==> src/rtl/serial_digit_adder_pkg.sv <==
// serial_digit_adder_pkg: state encoding shared by the digit-serial adder
package serial_digit_adder_pkg;
  typedef enum logic [1:0] {
    ST_IDLE = 2'd0,
    ST_RUN  = 2'd1,
    ST_DONE = 2'd2
  } state_t;
endpackage

==> src/rtl/serial_digit_adder_rca_slice.sv <==
// rca_slice: N-bit combinational ripple-carry adder exposing the carry into its top bit
module rca_slice #(
  parameter int N = 4
) (
  input  logic [N-1:0] a,
  input  logic [N-1:0] b,
  input  logic         c_in,
  output logic [N-1:0] s,
  output logic         c_out,
  output logic         c_msb_in
);
  logic [N:0] c;
  always_comb begin
    c = {{N{1'b0}}, c_in};
    for (int i = 0; i < N; i++) c[i+1] = (a[i] & b[i]) | (c[i] & (a[i] ^ b[i]));
  end
  assign s        = a ^ b ^ c[N-1:0];
  assign c_out    = c[N];
  assign c_msb_in = c[N-1];
endmodule

==> src/rtl/serial_digit_adder.sv <==
// serial_digit_adder: WIDTH-bit add/subtract processed DIGIT bits per clock, LSD first
module serial_digit_adder
  import serial_digit_adder_pkg::*;
#(
  parameter int WIDTH = 16,
  parameter int DIGIT = 4
) (
  input  logic             clk,
  input  logic             reset,
  input  logic             start,
  input  logic             sub,
  input  logic [WIDTH-1:0] a,
  input  logic [WIDTH-1:0] b,
  input  logic             c_in,
  output logic             busy,
  output logic             done,
  output logic [WIDTH-1:0] s,
  output logic             c_out,
  output logic             overflow
);
  localparam int NDIG = WIDTH / DIGIT;
  localparam int IW = NDIG > 1 ? $clog2(NDIG) : 1;
  localparam logic [IW-1:0] LAST = IW'(NDIG - 1);
  state_t           state;
  logic [WIDTH-1:0] a_r, b_r;
  logic             carry;
  logic [IW-1:0]    idx;
  logic [DIGIT-1:0] sum;
  logic             c_nxt, c_msb;
  logic             accept;
  assign accept = start && state != ST_RUN;
  assign busy   = state == ST_RUN;
  assign done   = state == ST_DONE;
  rca_slice #(.N(DIGIT)) u_slice (
    .a        (a_r[idx*DIGIT +: DIGIT]),
    .b        (b_r[idx*DIGIT +: DIGIT]),
    .c_in     (carry),
    .s        (sum),
    .c_out    (c_nxt),
    .c_msb_in (c_msb)
  );
  // subtraction is a + ~b + 1: invert b once at acceptance and force the carry in
  always_ff @(posedge clk or posedge reset)
    if (reset) begin
      state    <= ST_IDLE;
      a_r      <= '0;
      b_r      <= '0;
      carry    <= 1'b0;
      idx      <= '0;
      s        <= '0;
      c_out    <= 1'b0;
      overflow <= 1'b0;
    end else if (accept) begin
      a_r   <= a;
      b_r   <= b ^ {WIDTH{sub}};
      carry <= sub | c_in;
      idx   <= '0;
      state <= ST_RUN;
    end else if (state == ST_RUN) begin
      s[idx*DIGIT +: DIGIT] <= sum;
      carry <= c_nxt;
      idx   <= idx == LAST ? '0 : idx + IW'(1);
      if (idx == LAST) begin
        c_out    <= c_nxt;
        overflow <= c_nxt ^ c_msb;
        state    <= ST_DONE;
      end
    end else begin
      state <= ST_IDLE;
    end
endmodule

==> config.mk <==
export PLATFORM = sky130hd
export DESIGN_NAME = serial_digit_adder
export DESIGN_NICKNAME = d
export VERILOG_FILES = /design/src/rtl/serial_digit_adder_pkg.sv /design/src/rtl/serial_digit_adder_rca_slice.sv /design/src/rtl/serial_digit_adder.sv
export SDC_FILE = /design/constraint.sdc
export NUM_CORES = 1
export LEC_CHECK = 0
export ABC_AREA = 1
export BUFFER_PORTS_ARGS = -buffer_cell sky130_fd_sc_hd__buf_4
export CORE_MARGIN = 4
export CORE_UTILIZATION = 35
export CTS_BUF_LIST = sky130_fd_sc_hd__clkbuf_4
export CTS_CLUSTER_SIZE = 20
export DETAILED_ROUTE_END_ITERATION = 6
export SLEW_MARGIN = 15
export SYNTH_ARGS = -nofsm -noshare
export SYNTH_HDL_FRONTEND = slang
export SYNTH_SLANG_ARGS = --single-unit
==> constraint.sdc <==
create_clock -name clk -period 2.6 [get_ports clk]
set_input_delay 0.39 -clock clk [delete_from_list [all_inputs] [get_ports clk]]
set_output_delay 0.39 -clock clk [all_outputs]
set_load 0.005 [all_outputs]
# ---- Word level (Yosys, flattened, before mapping)
# Index checks and enable logic that the tools add are counted.
dict set report classes {
  addsub 2
  shifts 4
  eq_ne 5
  muxes 9
  bitwise_logic 22
  reduce_logical 4
}
# op n
set ops {}
lappend ops {{$neg 4->34} 1}
lappend ops {{$shift 4x34->16 const A} 1}
lappend ops {{$shiftx 4x34->16} 1}
lappend ops {{$shiftx 16x5->4} 2}
lappend ops {{$bwmux 16} 1}
lappend ops {{$xor 16x16->16} 1}
lappend ops {{$mux 2} 6}
lappend ops {{$and 1x1->1} 8}
lappend ops {{$xor 4x4->4} 2}
lappend ops {{$or 1x1->1} 5}
lappend ops {{$xor 1x1->1} 5}
lappend ops {{$eq 2x2->1 const B} 2}
lappend ops {{$ne 3x1->1 const B} 1}
lappend ops {{$reduce_and 3->1} 1}
lappend ops {{$add 2x1->2 const B} 1}
lappend ops {{$eq 2x1->1 const B} 1}
lappend ops {{$mux 1} 2}
lappend ops {{$ne 2x1->1 const B} 1}
lappend ops {{$reduce_and 2->1} 1}
lappend ops {{$reduce_bool 2->1} 1}
lappend ops {{$logic_and 1x1->1} 1}
lappend ops {{$not 1->1} 1}
dict set report totals {
  elab_cells 54
  out_inout_bits 20
  regBits 55
  in_bits 37
}

# ---- Logic depth before layout (Yosys ltp)
# Gate-level depths: netlist of run 1.
dict set report depth {
  ltp_word 12
  ltp_mapped 14
  depth_no_buf 13
}

# ---- Cells and area by module
# From an unflattened synthesis of run 1, not the netlist that was laid out.
dict set report unflattened {
  cells_unflattened 370
  area_unflattened_um2 2899.0
}
# module instances cells_each seq_area_each_um2 area_per_inst_um2
set modules_own_cells {}
lappend modules_own_cells {serial_digit_adder 1 358 1376.3 2788.9}
lappend modules_own_cells {rca_slice 1 12 0.0 110.1}

# ---- Worst setup path before layout of run 1
# No wires, ideal clock.
dict set report synth_timing {
  kind {flip-flop to flip-flop}
  from {register idx[0]}
  to {register s[11]}
  setup_slack_ns -0.158
  n_path_buf 1
  stages_incl_launch_ff 15
  setup_time_ns 0.117
  arrival_time_ns 2.640
  period_less_slack_ns 2.758
  cell_sequence {dfrtp_1 > inv_1 > buf_2 > nand2_1 > nand3_1 > nand2_1 > fa_1 > fa_1 > inv_1 > fa_1 > fa_1 > nand2_1 > inv_1 > nand3_1 > nand2_1}
}
dict set report synth_between {
  elab_chain_cells 11
  elab_cells_between_ends 20
  classes_between {add/sub (1); shift (4); mux (1); bitwise (14)}
}
# item line
set synth_rtl {}
lappend synth_rtl {{start, declared} serial_digit_adder.sv:27} ;# logic [IW-1:0] idx;
lappend synth_rtl {{start signal, assigned} serial_digit_adder.sv:62} ;# idx <= idx == LAST ? '0 : idx + IW'(1);
lappend synth_rtl {{$shiftx 16x5->4 (on tied branches)} {serial_digit_adder.sv:35, serial_digit_adder.sv:36}}
lappend synth_rtl {{$xor 1x1->1} serial_digit_adder_rca_slice.sv:15} ;# for (int i = 0; i < N; i++) c[i+1] = (a[i] & b[i]) | (c[i] & (a[i] ^ b[i]));
lappend synth_rtl {{$and 1x1->1} serial_digit_adder_rca_slice.sv:15}
lappend synth_rtl {{$or 1x1->1} serial_digit_adder_rca_slice.sv:15}
lappend synth_rtl {{$and 1x1->1} serial_digit_adder_rca_slice.sv:15}
lappend synth_rtl {{$or 1x1->1} serial_digit_adder_rca_slice.sv:15}
lappend synth_rtl {{$and 1x1->1} serial_digit_adder_rca_slice.sv:15}
lappend synth_rtl {{$or 1x1->1} serial_digit_adder_rca_slice.sv:15}
lappend synth_rtl {{$xor 4x4->4} serial_digit_adder_rca_slice.sv:17} ;# assign s = a ^ b ^ c[N-1:0];
lappend synth_rtl {{$shiftx 4x34->16} serial_digit_adder.sv:60} ;# s[idx*DIGIT +: DIGIT] <= sum;
lappend synth_rtl {{$bwmux 16 (*)} serial_digit_adder.sv:60}
lappend synth_rtl {{end signal, assigned by index} serial_digit_adder.sv:60}
lappend synth_rtl {{end, declared} serial_digit_adder.sv:17} ;# output logic [WIDTH-1:0] s,
# Every way passes the cells marked *; elsewhere a longest branch is shown, timed or not.
# A chain may end at the register's enable or synchronous reset.

# ---- Final worst setup path of run 1
# Same ends and word-level chain as after synthesis.

==> flow_results.org, run 1 <==
** Critical path
- Data arrives at the worst endpoint at 2.87 ns.
- The worst setup path is captured at a register.
- Highest fanout seen on the critical path :: 6
- Type of the worst setup path :: reg2reg
- STA classifies the critical path startpoint as a register.
- Reg2reg start :: idx[0]
- End of the worst register-to-register path :: s[11]
- The most critical setup path has its startpoint at idx[0].
- The most critical setup path has its endpoint at s[11].
- Number of cells on the worst reg-to-reg path :: 13
- Data on the critical path is required at its endpoint by 2.90 ns.
- R2R Setup Slk :: 0.04 ns

** Drt
- Once detail routing completed, the nets flagged for antenna violations numbered 0.
- The routed design has 6370 µm of wire.
- First-pass iteration count of the detailed router :: 4
- Number of DRC violations after detailed routing :: 0
- After detailed routing, the number of vias per cell comes to 4.51.
- Detail-routed net length per standard cell :: 12.2 µm
- Routed vias :: 2349
- For this block, the initial DRC count from the detailed router was 96.

** Floorplan
- The die is 98.9 µm wide.
- During I/O placement, the number of pins put on the boundary was 57.
- The floorplan step defined a die boundary enclosing 9770 µm².
- Total number of placement rows :: 32
- Effective utilization at floorplan :: 0.366
- The floorplan step defined a core boundary enclosing 7890 µm².
- Die height :: 98.9 µm

** Clock tree
- After clock tree synthesis, the clock-pin slew on the worst setup and hold paths is 0.16 ns.
- The H-tree generated during clock tree synthesis spans 2 levels.
- Longest Clk Path Bufs :: 2
- Number of buffers inserted during clock tree synthesis :: 5
- The clock reaches the later pin of the worst-skew pair after 0.39 ns.
- Clock tree root driver cell :: sky130_fd_sc_hd__clkbuf_4
- CTS tree :: yes
- Clock tree synthesis found a total of 55 sinks.
- CTS Hold Buffers Added :: 0

** Global route
- Number of global-route vias before repair :: 2407
- Wire length of the first global-routing pass :: 11200 µm
- Total congestion overflow :: 0
- Across every metal layer, demand over resource in global routing totals 0.139.
- The number of antenna violations at the first check in global routing is 0.
- Entering global routing, the biggest net connects 35 pins.

** Synthesis
- Cell taking the most area after synthesis :: sky130_fd_sc_hd__dfrtp_1
- Area share of the largest cell type after synthesis :: 0.476
- Part of the Yosys area used for sequential elements :: 0.476
- Synthesis-stage register bit count :: 55
- The number of nets handed over by synthesis was 405.
- Sorting the synthesized cells by area gives the leading types as sky130_fd_sc_hd__dfrtp_1 48%, sky130_fd_sc_hd__nand2_1 21%, sky130_fd_sc_hd__xor2_1 5.2%.
- For this run, the number of Yosys warnings is 0.
- After synthesis, the netlist uses 20 different library cells.
- Cell count after synthesis :: 358
- After synthesis, the mean cell area works out to 8.07 µm².
- Synth Cell Area :: 2890 µm²

** STA
- Number of setup violations in the final report :: 0
- Number of max-slew violations in the final report :: 0
- Across all hold checks on the routed design, the worst slack comes to 0.0358 ns.
- Worst clock skew :: 0.00739 ns
- Hold violation count in the final report :: 0
- The worst pin sits at a relative slew slack of 0.618.
- Once routing completed, OpenROAD measured the worst setup slack at 0.0352 ns.
- At the pin with the least slew margin, the transition time is 0.572 ns.
- Highest clock frequency the design can meet :: 390 MHz
- Final critical path time including I/O delays and setup :: 2.56 ns
- Share of the clock period used by the worst path :: 0.986
- Setup repair after global routing could not meet its margin everywhere.

** Finish
- Post-synthesis to final-layout area growth :: 21.6%
- Sequential standard cell area :: 1380 µm²
- After filler insertion, the fill cell instance count of the layout stands at 789.
- In the final layout, the multi-input gates occupy 1330 µm².
- The repair_antennas step left the layout with diodes totalling 0.
- Fin util :: 0.445
- Fin nets :: 465
- Fraction of layout cells with a size suffix above 1 :: 0.220
- Leaving out filler cells and counting taps, the final layout contains 521.

** Placement
- Once detailed placement completed, the half-perimeter wirelength came to 4910 µm.
- At the end of routability-driven placement, the weighted congestion stood at 0.877.
- Number of placed cells counting well taps :: 510
- Worst setup slack after placement :: 0.0422 ns
- Count of input and output buffers :: 56

** Pwr
- Tot Pwr :: 4360 µW
- Across the VDD grid, the largest voltage drop is 506 µV.
- For this design the static power due to leakage is 0.00191 µW.
- Power spread over the standard cell area amounts to 1240 nW/µm².

** Min path
- The tightest min-delay check is of the in2async type.

** Run status
- The flow ran to the end, and the final reports show no timing, DRC or antenna violations.

** Job
- Across the run, the number of max-cap violations was 0.
-- sequential cells by signal, indices dropped and copies added, names as in the netlist --
name and count:
s 16, state 2, b_r 16, a_r 16, overflow 1, c_out 1
carry 1, idx 2
-- cells in the final DEF, fill, tap and decap left out --
cell type,instances
sky130_fd_sc_hd__buf_6,3
sky130_fd_sc_hd__nand2_2,1
sky130_fd_sc_hd__nand4_1,2
sky130_fd_sc_hd__clkinvlp_4,1
sky130_fd_sc_hd__inv_1,18
sky130_fd_sc_hd__nand3_1,24
sky130_fd_sc_hd__inv_4,1
sky130_fd_sc_hd__inv_2,5
sky130_fd_sc_hd__buf_4,64
sky130_fd_sc_hd__xor2_1,17
sky130_fd_sc_hd__o22ai_1,1
sky130_fd_sc_hd__fa_1,1
sky130_fd_sc_hd__dfrtp_1,55
sky130_fd_sc_hd__o21ai_0,13
sky130_fd_sc_hd__nand2_4,2
sky130_fd_sc_hd__o211ai_1,4
sky130_fd_sc_hd__ha_1,6
sky130_fd_sc_hd__clkbuf_4,5
sky130_fd_sc_hd__a21oi_1,1
sky130_fd_sc_hd__nand2_1,163
sky130_fd_sc_hd__clkinv_1,1
sky130_fd_sc_hd__clkinv_4,1
sky130_fd_sc_hd__buf_12,1
sky130_fd_sc_hd__nor2_1,21
sky130_fd_sc_hd__nand3_2,1
sky130_fd_sc_hd__fa_2,3
sky130_fd_sc_hd__nor2_4,4
-- timing repair --
action | 4_1_cts | 5_1_grt
resized for setup | 0 | 5
endpoints found under the setup margin | 0 | 5
buffers inserted | 0 | 3
-- how the worst min path moves through the flow --
stage	start	end	slack, ns	cells past startpoint
final	reset	s[4]	0.04	2
after global routing	reset	s[8]	0.09	2
after CTS	reset	b_r[13]	0.06	2
after detailed placement	a_r[6]	a_r[6]	0.47	2
after global placement	b_r[2]	b_r[2]	0.47	2
after floorplan	b_r[14]	b_r[14]	0.44	2
-- area by class of cell --
cell class                 count  share of cell area
inverter                      24              0.0264
clock buffer                   5              0.0107
timing repair buffer          68               0.152
multi-input combinational    264               0.377
sequential                    55               0.392
tap                          102              0.0363
clock inverter                 3             0.00570
-- worst max-delay path, cell delays in order (launching register included) --
cell                      delay (ns)
sky130_fd_sc_hd__dfrtp_1        0.45
sky130_fd_sc_hd__inv_2          0.13
sky130_fd_sc_hd__nand2_1        0.07
sky130_fd_sc_hd__nand3_1        0.08
sky130_fd_sc_hd__nand2_2        0.06
sky130_fd_sc_hd__fa_2           0.36
sky130_fd_sc_hd__fa_2           0.34
sky130_fd_sc_hd__inv_2          0.06
sky130_fd_sc_hd__fa_2           0.20
sky130_fd_sc_hd__fa_1           0.46
sky130_fd_sc_hd__nand2_1        0.12
sky130_fd_sc_hd__inv_1          0.04
sky130_fd_sc_hd__nand3_1        0.07
sky130_fd_sc_hd__nand2_1        0.05
-- report_power, final --
group	switching, µW	leakage (µW)	total (µW)	internal (µW)
registers	243	0.000703	1470	1230
logic	1470	0.00118	2500	1030
clock network	280	0.0000288	385	104
total	1990	0.00191	4360	2360
-- stage by stage --
stage | cell area (µm²) | setup TNS, ns
global route | 3510 | -0.307
global placement | 3410 | 0
floorplan | 2910 | -0.00498
CTS | 3470 | 0
detailed placement | 3410 | 0
finish | 3510 | 0
-- layer usage --
| metal | up-vias | track usage | share of wire | routed length [µm] |
|---|---|---|---|---|
| li1 | 1223 | - | - | - |
| met1 | 1068 | 0.190 | 0.47 | 3020 |
| met2 | 51 | 0.226 | 0.46 | 2960 |
| met3 | 7 | 0.0276 | 0.050 | 317 |
| met4 | 0 | 0.0378 | 0.011 | 73 |
| met5 | - | 0 | 0 | 0 |
-- kinds of logic after synthesis --
group / after synthesis / synth area share
adder cells (fa/ha/maj): 10 / 0.0537
AO/OA/AOI/OAI: 19 / 0.0368
XOR/XNOR: 17 / 0.0515
buffers and inverters: 39 / 0.0702
flip-flops: 55 / 0.476
AND/OR/NAND/NOR: 218 / 0.311
-- cells in the mapped netlist --
cell / instances
sky130_fd_sc_hd__inv_1: 22
sky130_fd_sc_hd__xor2_1: 17
sky130_fd_sc_hd__o22ai_1: 1
sky130_fd_sc_hd__ha_1: 6
sky130_fd_sc_hd__buf_2: 7
sky130_fd_sc_hd__a21oi_1: 1
sky130_fd_sc_hd__nand3_1: 25
sky130_fd_sc_hd__dfrtp_1: 55
sky130_fd_sc_hd__buf_4: 4
sky130_fd_sc_hd__fa_1: 4
sky130_fd_sc_hd__nor2_1: 21
sky130_fd_sc_hd__nor2_4: 4
sky130_fd_sc_hd__o211ai_1: 4
sky130_fd_sc_hd__nand4_1: 2
sky130_fd_sc_hd__buf_6: 4
sky130_fd_sc_hd__nand2_4: 2
sky130_fd_sc_hd__inv_4: 1
sky130_fd_sc_hd__nand2_1: 164
sky130_fd_sc_hd__inv_2: 1
sky130_fd_sc_hd__o21ai_0: 13
Note: power is estimated with default switching activity, not from simulation.
==> run 2: changes to the inputs <==
--- a/config.mk
+++ b/config.mk
@@ -12,6 +12,7 @@
 export CTS_BUF_LIST = sky130_fd_sc_hd__clkbuf_4
 export CTS_CLUSTER_SIZE = 20
 export DETAILED_ROUTE_END_ITERATION = 6
+export PLACE_DENSITY_LB_ADDON = 0.05
 export SLEW_MARGIN = 15
 export SYNTH_ARGS = -nofsm -noshare
 export SYNTH_HDL_FRONTEND = slang
==> constraint.sdc (replaced) <==
create_clock -name clk -period 2.6 [get_ports clk]
set_input_delay 0.39 -clock clk [delete_from_list [all_inputs] [get_ports clk]]
set_output_delay 0.39 -clock clk [all_outputs]
set_load 0.1 [all_outputs]
==> flow_results.org, run 2 (synthesis gave the netlist of run 1 again) <==
** Global route
- The via count of the first global-routing pass came to 2420 (+0.54%).
- met2 is the most crowded layer.
- Wire length of the first global-routing pass :: 11700 µm (+4.4%)
- The number of antenna violations at the first check in global routing was 0 (unchanged).
- The global-route track usage on met1 came to 0.193 (+0.00255).
- GR met2 Demand/Resource :: 0.245 (+0.0191)
- The met3 global-route usage is 0.0283 (+0.000708).
- Global routing usage summed across all routing layers :: 0.146 (+0.00658)
- The maximum number of pins on one net before global-route repair is 35 (unchanged).
- Total congestion overflow :: 0 (unchanged)

** Finish
- The area taken by multi-input logic gates was 1360 µm² (+2.3%).
- Sequential standard cell area :: 1380 µm² (+0.18%)
- Fin nets :: 465 (unchanged)
- In the final layout, the registers with the most flip-flops are a_r (16), b_r (16), s (16).
- Final antenna diode count :: 0 (unchanged)
- Leaving out fill and tap cells, the most frequent cell in the layout is sky130_fd_sc_hd__nand2_1.
- Fraction of layout cells with a size suffix above 1 :: 0.243 (+0.0239)
- The library cells used most frequently in the layout, excluding fill and tap cells, are 157 x sky130_fd_sc_hd__nand2_1, 65 x sky130_fd_sc_hd__buf_4, 53 x sky130_fd_sc_hd__dfrtp_1.
- The fraction of the core area covered by cells at the end of the flow is 0.449 (+0.00333).
- Fin area :: 3540 µm² (+0.75%)
- The final-layout fill cell count was 817 (+3.5%).
- From synthesis to final layout, the design area changed by 22.5%.

** Placement
- The quantity of I/O buffers inserted on ports is 56 (unchanged).
- The pre-CTS setup slack came to 0.0284 ns (-0.0138 ns).
- Detailed placement HPWL :: 5110 µm (+3.9%)
- Routability congestion estimate :: 0.851 (-3.0%)
- Placement Cell Area :: 3430 µm² (+0.44%)

** Critical path
- The maximum fanout along the worst path was 6 (unchanged).
- The critical path goes through inv_4 > nand2_2 > nand3_2 > nand2_2 > fa_2 > fa_2 > inv_2 > fa_2 > fa_1 > nand2_1 > inv_1 > nand3_2 > nand2_1.
- The data arrival time at the worst-slack endpoint was 2.83 ns (-0.04 ns).
- Among the stages of the critical path, the cell type that occurs most often is sky130_fd_sc_hd__fa_2.
- Type of the worst setup path :: reg2reg
- The buffers plus inverters on the worst setup path is 3 (unchanged).
- The worst endpoint required time was 2.89 ns (about the same).
- Family with the most delay on the worst path :: adder cells
- Category of the worst setup path launch point :: register
- STA classifies the critical path endpoint as a register.
- The slack of the worst reg-to-reg path came to 0.06 ns (+0.02 ns).
- Among all stages on the critical path, the largest delay is contributed by sky130_fd_sc_hd__dfrtp_2.
- The largest incremental delay on the critical path came to 0.48 ns (+0.02 ns).

** STA
- The final setup TNS came to 0 ns (unchanged).
- The final period utilization was 0.978 (-0.00861).
- Tightest Pin Transition :: 0.583 ns (+0.0111 ns)
- The number of hold violations in the final report is 0 (unchanged).
- The final count of pins violating max slew came to 0 (unchanged).
- Number of setup violations in the final report :: 0 (unchanged)
- Highest clock frequency the design can meet :: 393 MHz (+0.88%)
- Unrepaired setup endpoints after global routing :: true
- Final critical path time including I/O delays and setup :: 2.54 ns (-0.0224 ns)
- Worst Setup Slack, final :: 0.0576 ns (+0.0224 ns)
- The normalized max-slew margin is 0.611 (-0.00738).
- Worst clock skew :: 0.0187 ns (+0.0113 ns)

** Clock tree
- Clock-pin transition on the worst setup and hold timing paths :: 0.16 ns (about the same)
- The clock network latency to the later pin of the worst-skew pair was 0.38 ns (about the same).
- CTS tree :: yes
- Clock tree root driver cell :: sky130_fd_sc_hd__clkbuf_4
- Number of buffers inserted during clock tree synthesis :: 5 (unchanged)
- Number of levels in the clock H-tree :: 2 (unchanged)
- Clock tree sinks :: 55 (unchanged)
- Longest Clk Path Bufs :: 2 (unchanged)

** Floorplan
- The area of the die came to 9770 µm² (unchanged).
- The floorplan die width came to 98.9 µm (unchanged).
- The number of top-level design ports was 57 (unchanged).
- The number of placement rows came to 32 (unchanged).
- The vertical extent of the die was 98.9 µm (unchanged).
- Effective utilization at floorplan :: 0.366 (unchanged)
- Area of the core :: 7890 µm² (unchanged)

** Drt
- Detail-routed net length per standard cell :: 12.9 µm (+5.2%)
- The first-pass iteration count of the detailed router was 4 (unchanged).
- First DRT Iteration DRCs :: 57 (-41%)
- The count of nets left with antenna violations after detail routing came to 0 (unchanged).
- The average vias per placed instance was 4.64 (+2.8%).
- Routed WL :: 6700 µm (+5.2%)
- Number of DRC violations after detailed routing :: 0 (unchanged)
- Routed vias :: 2415 (+2.8%)

** Run status
- Result of the run :: finished, final reports clean

** Min path
- Class of the tightest hold or removal check :: in2async

** Job
- Count of max-cap constraint violations :: 0 (unchanged)
-- run 2: cell counts in the layout (fill, tap and decap cells not counted) --
No cell type changed its count.
-- run 2: cell type report --
cell class              instances  share of cell area
well taps                     102              0.0361
clock buffers                   5              0.0106
flip-flops and latches         55               0.390
inverters                      24              0.0269
multi-input cells             264               0.383
repair buffers                 68               0.150
clock inverters                 3             0.00424
-- run 2: stage by stage --
step	cells	hold slack, ns
finish	521	0.0422
global route	521	0.0851
CTS	520	0.0684
detailed placement	512	0.464
global placement	512	0.465
floorplan	358	0.444
-- run 2: worst paths after layout --
| path | from | to | depth (start not counted) |
|---|---|---|---|
| hold reg to reg | b_r[15] | b_r[15] | 2 |
| max in group asynchronous | reset | b_r[5] | 3 |
| setup / recovery | idx[0] | s[11] | 13 |
| setup reg to reg | idx[0] | s[11] | 13 |
| hold / removal | reset | s[14] | 2 |
| min in group clk | a[11] | a_r[11] | 3 |
-- run 2: timing repair --
action / in CTS / in global routing
hold buffers: 0 / 0
endpoints found under the setup margin: 0 / 5
resized for setup: 0 / 16
buffers inserted: 0 / 1
-- run 2: metal layers --
layer  part of all wire  wire (µm)
met5                  0          0
met4              0.013         84
met3              0.053        352
met2               0.49       3320
met1               0.44       2950
-- run 2: worst reg2reg max path, stage by stage (launching register included) --
cell	delay (ns)
sky130_fd_sc_hd__dfrtp_2	0.48
sky130_fd_sc_hd__inv_4	0.10
sky130_fd_sc_hd__nand2_2	0.05
sky130_fd_sc_hd__nand3_2	0.07
sky130_fd_sc_hd__nand2_2	0.06
sky130_fd_sc_hd__fa_2	0.35
sky130_fd_sc_hd__fa_2	0.34
sky130_fd_sc_hd__inv_2	0.06
sky130_fd_sc_hd__fa_2	0.20
sky130_fd_sc_hd__fa_1	0.46
sky130_fd_sc_hd__nand2_1	0.11
sky130_fd_sc_hd__inv_1	0.05
sky130_fd_sc_hd__nand3_2	0.06
sky130_fd_sc_hd__nand2_1	0.04
Power of run 2 is not shown: default switching activity piles up to over one toggle a cycle in this logic, so the estimate is an artifact.
==> run 3: changes to the inputs <==
--- a/config.mk
+++ b/config.mk
@@ -13,6 +13,7 @@
 export CTS_CLUSTER_SIZE = 20
 export DETAILED_ROUTE_END_ITERATION = 6
 export PLACE_DENSITY_LB_ADDON = 0.05
+export SETUP_SLACK_MARGIN = 0.5
 export SLEW_MARGIN = 15
 export SYNTH_ARGS = -nofsm -noshare
 export SYNTH_HDL_FRONTEND = slang
==> flow_results.org, run 3 (synthesis gave the netlist of run 1 again) <==
** Run status
- Result of the run :: finished, final reports clean

** Critical path
- Family with the most delay on the worst path :: adder cells
- The worst endpoint required time is 2.89 ns (about the same).
- Traced cell by cell, the critical path runs through buf_6 > nand2_2 > nand3_2 > nand2_2 > fa_2 > fa_2 > inv_2 > fa_2 > fa_2 > nand2_2 > inv_1 > nand3_1 > nand2_1.
- Category of the worst setup path launch point :: register
- Most frequent cell on the critical path :: sky130_fd_sc_hd__fa_2
- Buffering stage count on the worst path with inverters included :: 3 (unchanged)
- The data arrival time at the worst-slack endpoint was 2.86 ns (+0.03 ns).
- Max stage delay cell, worst path :: sky130_fd_sc_hd__fa_2
- The worst setup path is captured at a register.
- Type of the worst setup path :: reg2reg
- The maximum fanout along the worst path came to 4 (-2).
- The largest incremental delay on the critical path was 0.46 ns (-0.02 ns).

** STA
- The final period utilization is 0.989 (+0.0115).
- The worst clock skew is 0.0153 ns (-0.00342 ns).
- The final count of pins violating max slew was 0 (unchanged).
- The total of endpoints with negative setup slack in the final report came to 0 (unchanged).
- Max-Slew Margin vs Limit :: 0.750 (+0.139)
- Hold violation count in the final report :: 0 (unchanged)
- The achievable clock frequency came to 389 MHz (-1.2%).
- The final setup TNS was 0 ns (unchanged).
- Final critical path time including I/O delays and setup :: 2.57 ns (+0.0298 ns)
- Setup repair after global routing could not meet its margin everywhere.
- The slew at the pin with the worst max-slew slack was 0.375 ns (-0.208 ns).
- Min Hold Slack :: 0.188 ns (+0.146 ns)

** Drt
- Number of DRC violations after detailed routing :: 0 (unchanged)
- First-pass iteration count of the detailed router :: 6 (+2)
- First DRT Iteration DRCs :: 76 (+33%)
- The total number of vias was 2366 (-2.0%).
- Detail Route Antenna Nets :: 0 (unchanged)
- The average vias per placed instance was 4.51 (-2.8%).
- Routed WL :: 6870 µm (+2.5%)
- The routed length per placed instance was 13.1 µm (+1.8%).

** Floorplan
- The area of the die is 9770 µm² (unchanged).
- Total number of placement rows :: 32 (unchanged)
- Effective utilization at floorplan :: 0.366 (unchanged)
- Area of the core :: 7890 µm² (unchanged)
- Die Span X :: 98.9 µm (unchanged)
- Die height :: 98.9 µm (unchanged)
- Boundary pin count :: 57 (unchanged)

** Finish
- Post-synthesis to final-layout area growth :: 26.6%
- Fraction of layout cells with a size suffix above 1 :: 0.288 (+0.0450)
- Fin area :: 3660 µm² (+3.3%)
- Highest-count cells in the layout ignoring fill and taps :: 151 x sky130_fd_sc_hd__nand2_1, 66 x sky130_fd_sc_hd__buf_4, 53 x sky130_fd_sc_hd__dfrtp_1
- Largest registers :: a_r (16), b_r (16), s (16)
- Commonest non-fill, non-tap cell in the layout :: sky130_fd_sc_hd__nand2_1
- Fill cell count :: 802 (-1.8%)
- Fin nets :: 469 (+0.86%)
- The final antenna diode count is 0 (unchanged).

** Global route
- The maximum number of pins on one net before global-route repair is 35 (unchanged).
- Global routing usage summed across all routing layers :: 0.145 (-0.000765)
- The via count of the first global-routing pass was 2440 (+0.83%).
- Number of antenna violations at the first check in global routing :: 0 (unchanged)
- Total congestion overflow :: 0 (unchanged)
- The wire length of the first global-routing pass came to 11500 µm (-1.3%).

** Clock tree
- The number of CTS-inserted buffers came to 5 (unchanged).
- Clock network latency to the later pin of the worst-skew pair :: 0.38 ns (about the same)
- The deepest level of the CTS H-tree was 2 (unchanged).
- The clock transition at the register clock pins on the worst setup and hold paths after CTS is 0.15 ns (about the same).
- The buffer depth of the longest clock path was 2 (unchanged).
- TritonCTS built the clock tree.
- Clock tree synthesis selected as its root buffer the cell sky130_fd_sc_hd__clkbuf_4.
- The clock net sink count came to 55 (unchanged).

** Placement
- Count of input and output buffers :: 56 (unchanged)
- Routability congestion estimate :: 0.857 (+0.76%)
- The HPWL after detailed placement is 5120 µm (+0.27%).
- Placement Cell Area :: 3440 µm² (+0.33%)

** Job
- The count of maximum capacitance violations is 0 (unchanged).

** Min path
- The worst hold path belongs to the class in2reg.
-- run 3: changes by cell type in the layout (fill, tap and decap cells not counted), moves of 3 or more --
cell,change
sky130_fd_sc_hd__nor2_2,+3
sky130_fd_sc_hd__o21ai_1,+3
sky130_fd_sc_hd__nor2_1,-4
sky130_fd_sc_hd__nand2_2,+5
sky130_fd_sc_hd__o21ai_0,-3
sky130_fd_sc_hd__nand2_1,-6
-- run 3: layout make-up --
| type | instances | area (µm²) | area share |
|---|---|---|---|
| Multi-Input combinational cell | 264 | 1400 | 0.384 |
| Sequential cell | 55 | 1380 | 0.377 |
| Timing Repair Buffer | 72 | 571 | 0.156 |
| Tap cell | 102 | 128 | 0.0349 |
| Inverter | 24 | 95.1 | 0.0260 |
| Clock buffer | 7 | 52.6 | 0.0144 |
| Clock inverter | 1 | 30.0 | 0.00821 |
-- run 3: worst paths after layout --
check	start	to	slack, ns	depth (start not counted)
max	idx[0]	s[11]	0.03	13
min	a[13]	a_r[13]	0.19	3
max reg2reg	idx[0]	s[11]	0.03	13
min reg2reg	b_r[3]	b_r[3]	0.50	2
max in group asynchronous	reset	a_r[14]	1.51	4
min in group asynchronous	reset	s[4]	0.50	3
-- run 3: worst reg2reg max path, stage by stage, from the launching register on --
cell and delay, ns:
sky130_fd_sc_hd__dfrtp_2 0.45, sky130_fd_sc_hd__buf_6 0.13, sky130_fd_sc_hd__nand2_2 0.05, sky130_fd_sc_hd__nand3_2 0.09, sky130_fd_sc_hd__nand2_2 0.07, sky130_fd_sc_hd__fa_2 0.36, sky130_fd_sc_hd__fa_2 0.35, sky130_fd_sc_hd__inv_2 0.06
sky130_fd_sc_hd__fa_2 0.20, sky130_fd_sc_hd__fa_2 0.47, sky130_fd_sc_hd__nand2_2 0.10, sky130_fd_sc_hd__inv_1 0.04, sky130_fd_sc_hd__nand3_1 0.07, sky130_fd_sc_hd__nand2_1 0.05
-- run 3: stage by stage --
stage | utilization | setup slack [ns] | instances
3_5_place_dp | 0.436 | 0.00936 | 513
5_1_grt | 0.464 | -0.0799 | 525
3_3_place_gp | 0.436 | 0.0615 | 513
6_report | 0.464 | 0.0278 | 525
4_1_cts | 0.453 | 0.0510 | 525
2_1_floorplan | - | -0.00589 | 358
-- run 3: what timing repair did --
item,4_1_cts,5_1_grt
pin swaps,8,6
resized for setup,5,30
endpoints found under the hold margin,12,0
buffers inserted,3,0
setup endpoints to repair,13,13
hold buffers,1,0
-- run 3: per-layer routing --
layer | global-route usage | share of wire
met1 | 0.191 | 0.45
met2 | 0.246 | 0.49
met3 | 0.0269 | 0.045
met4 | 0.0347 | 0.015
met5 | 0 | 0
Power of run 3 is left out for the same reason.
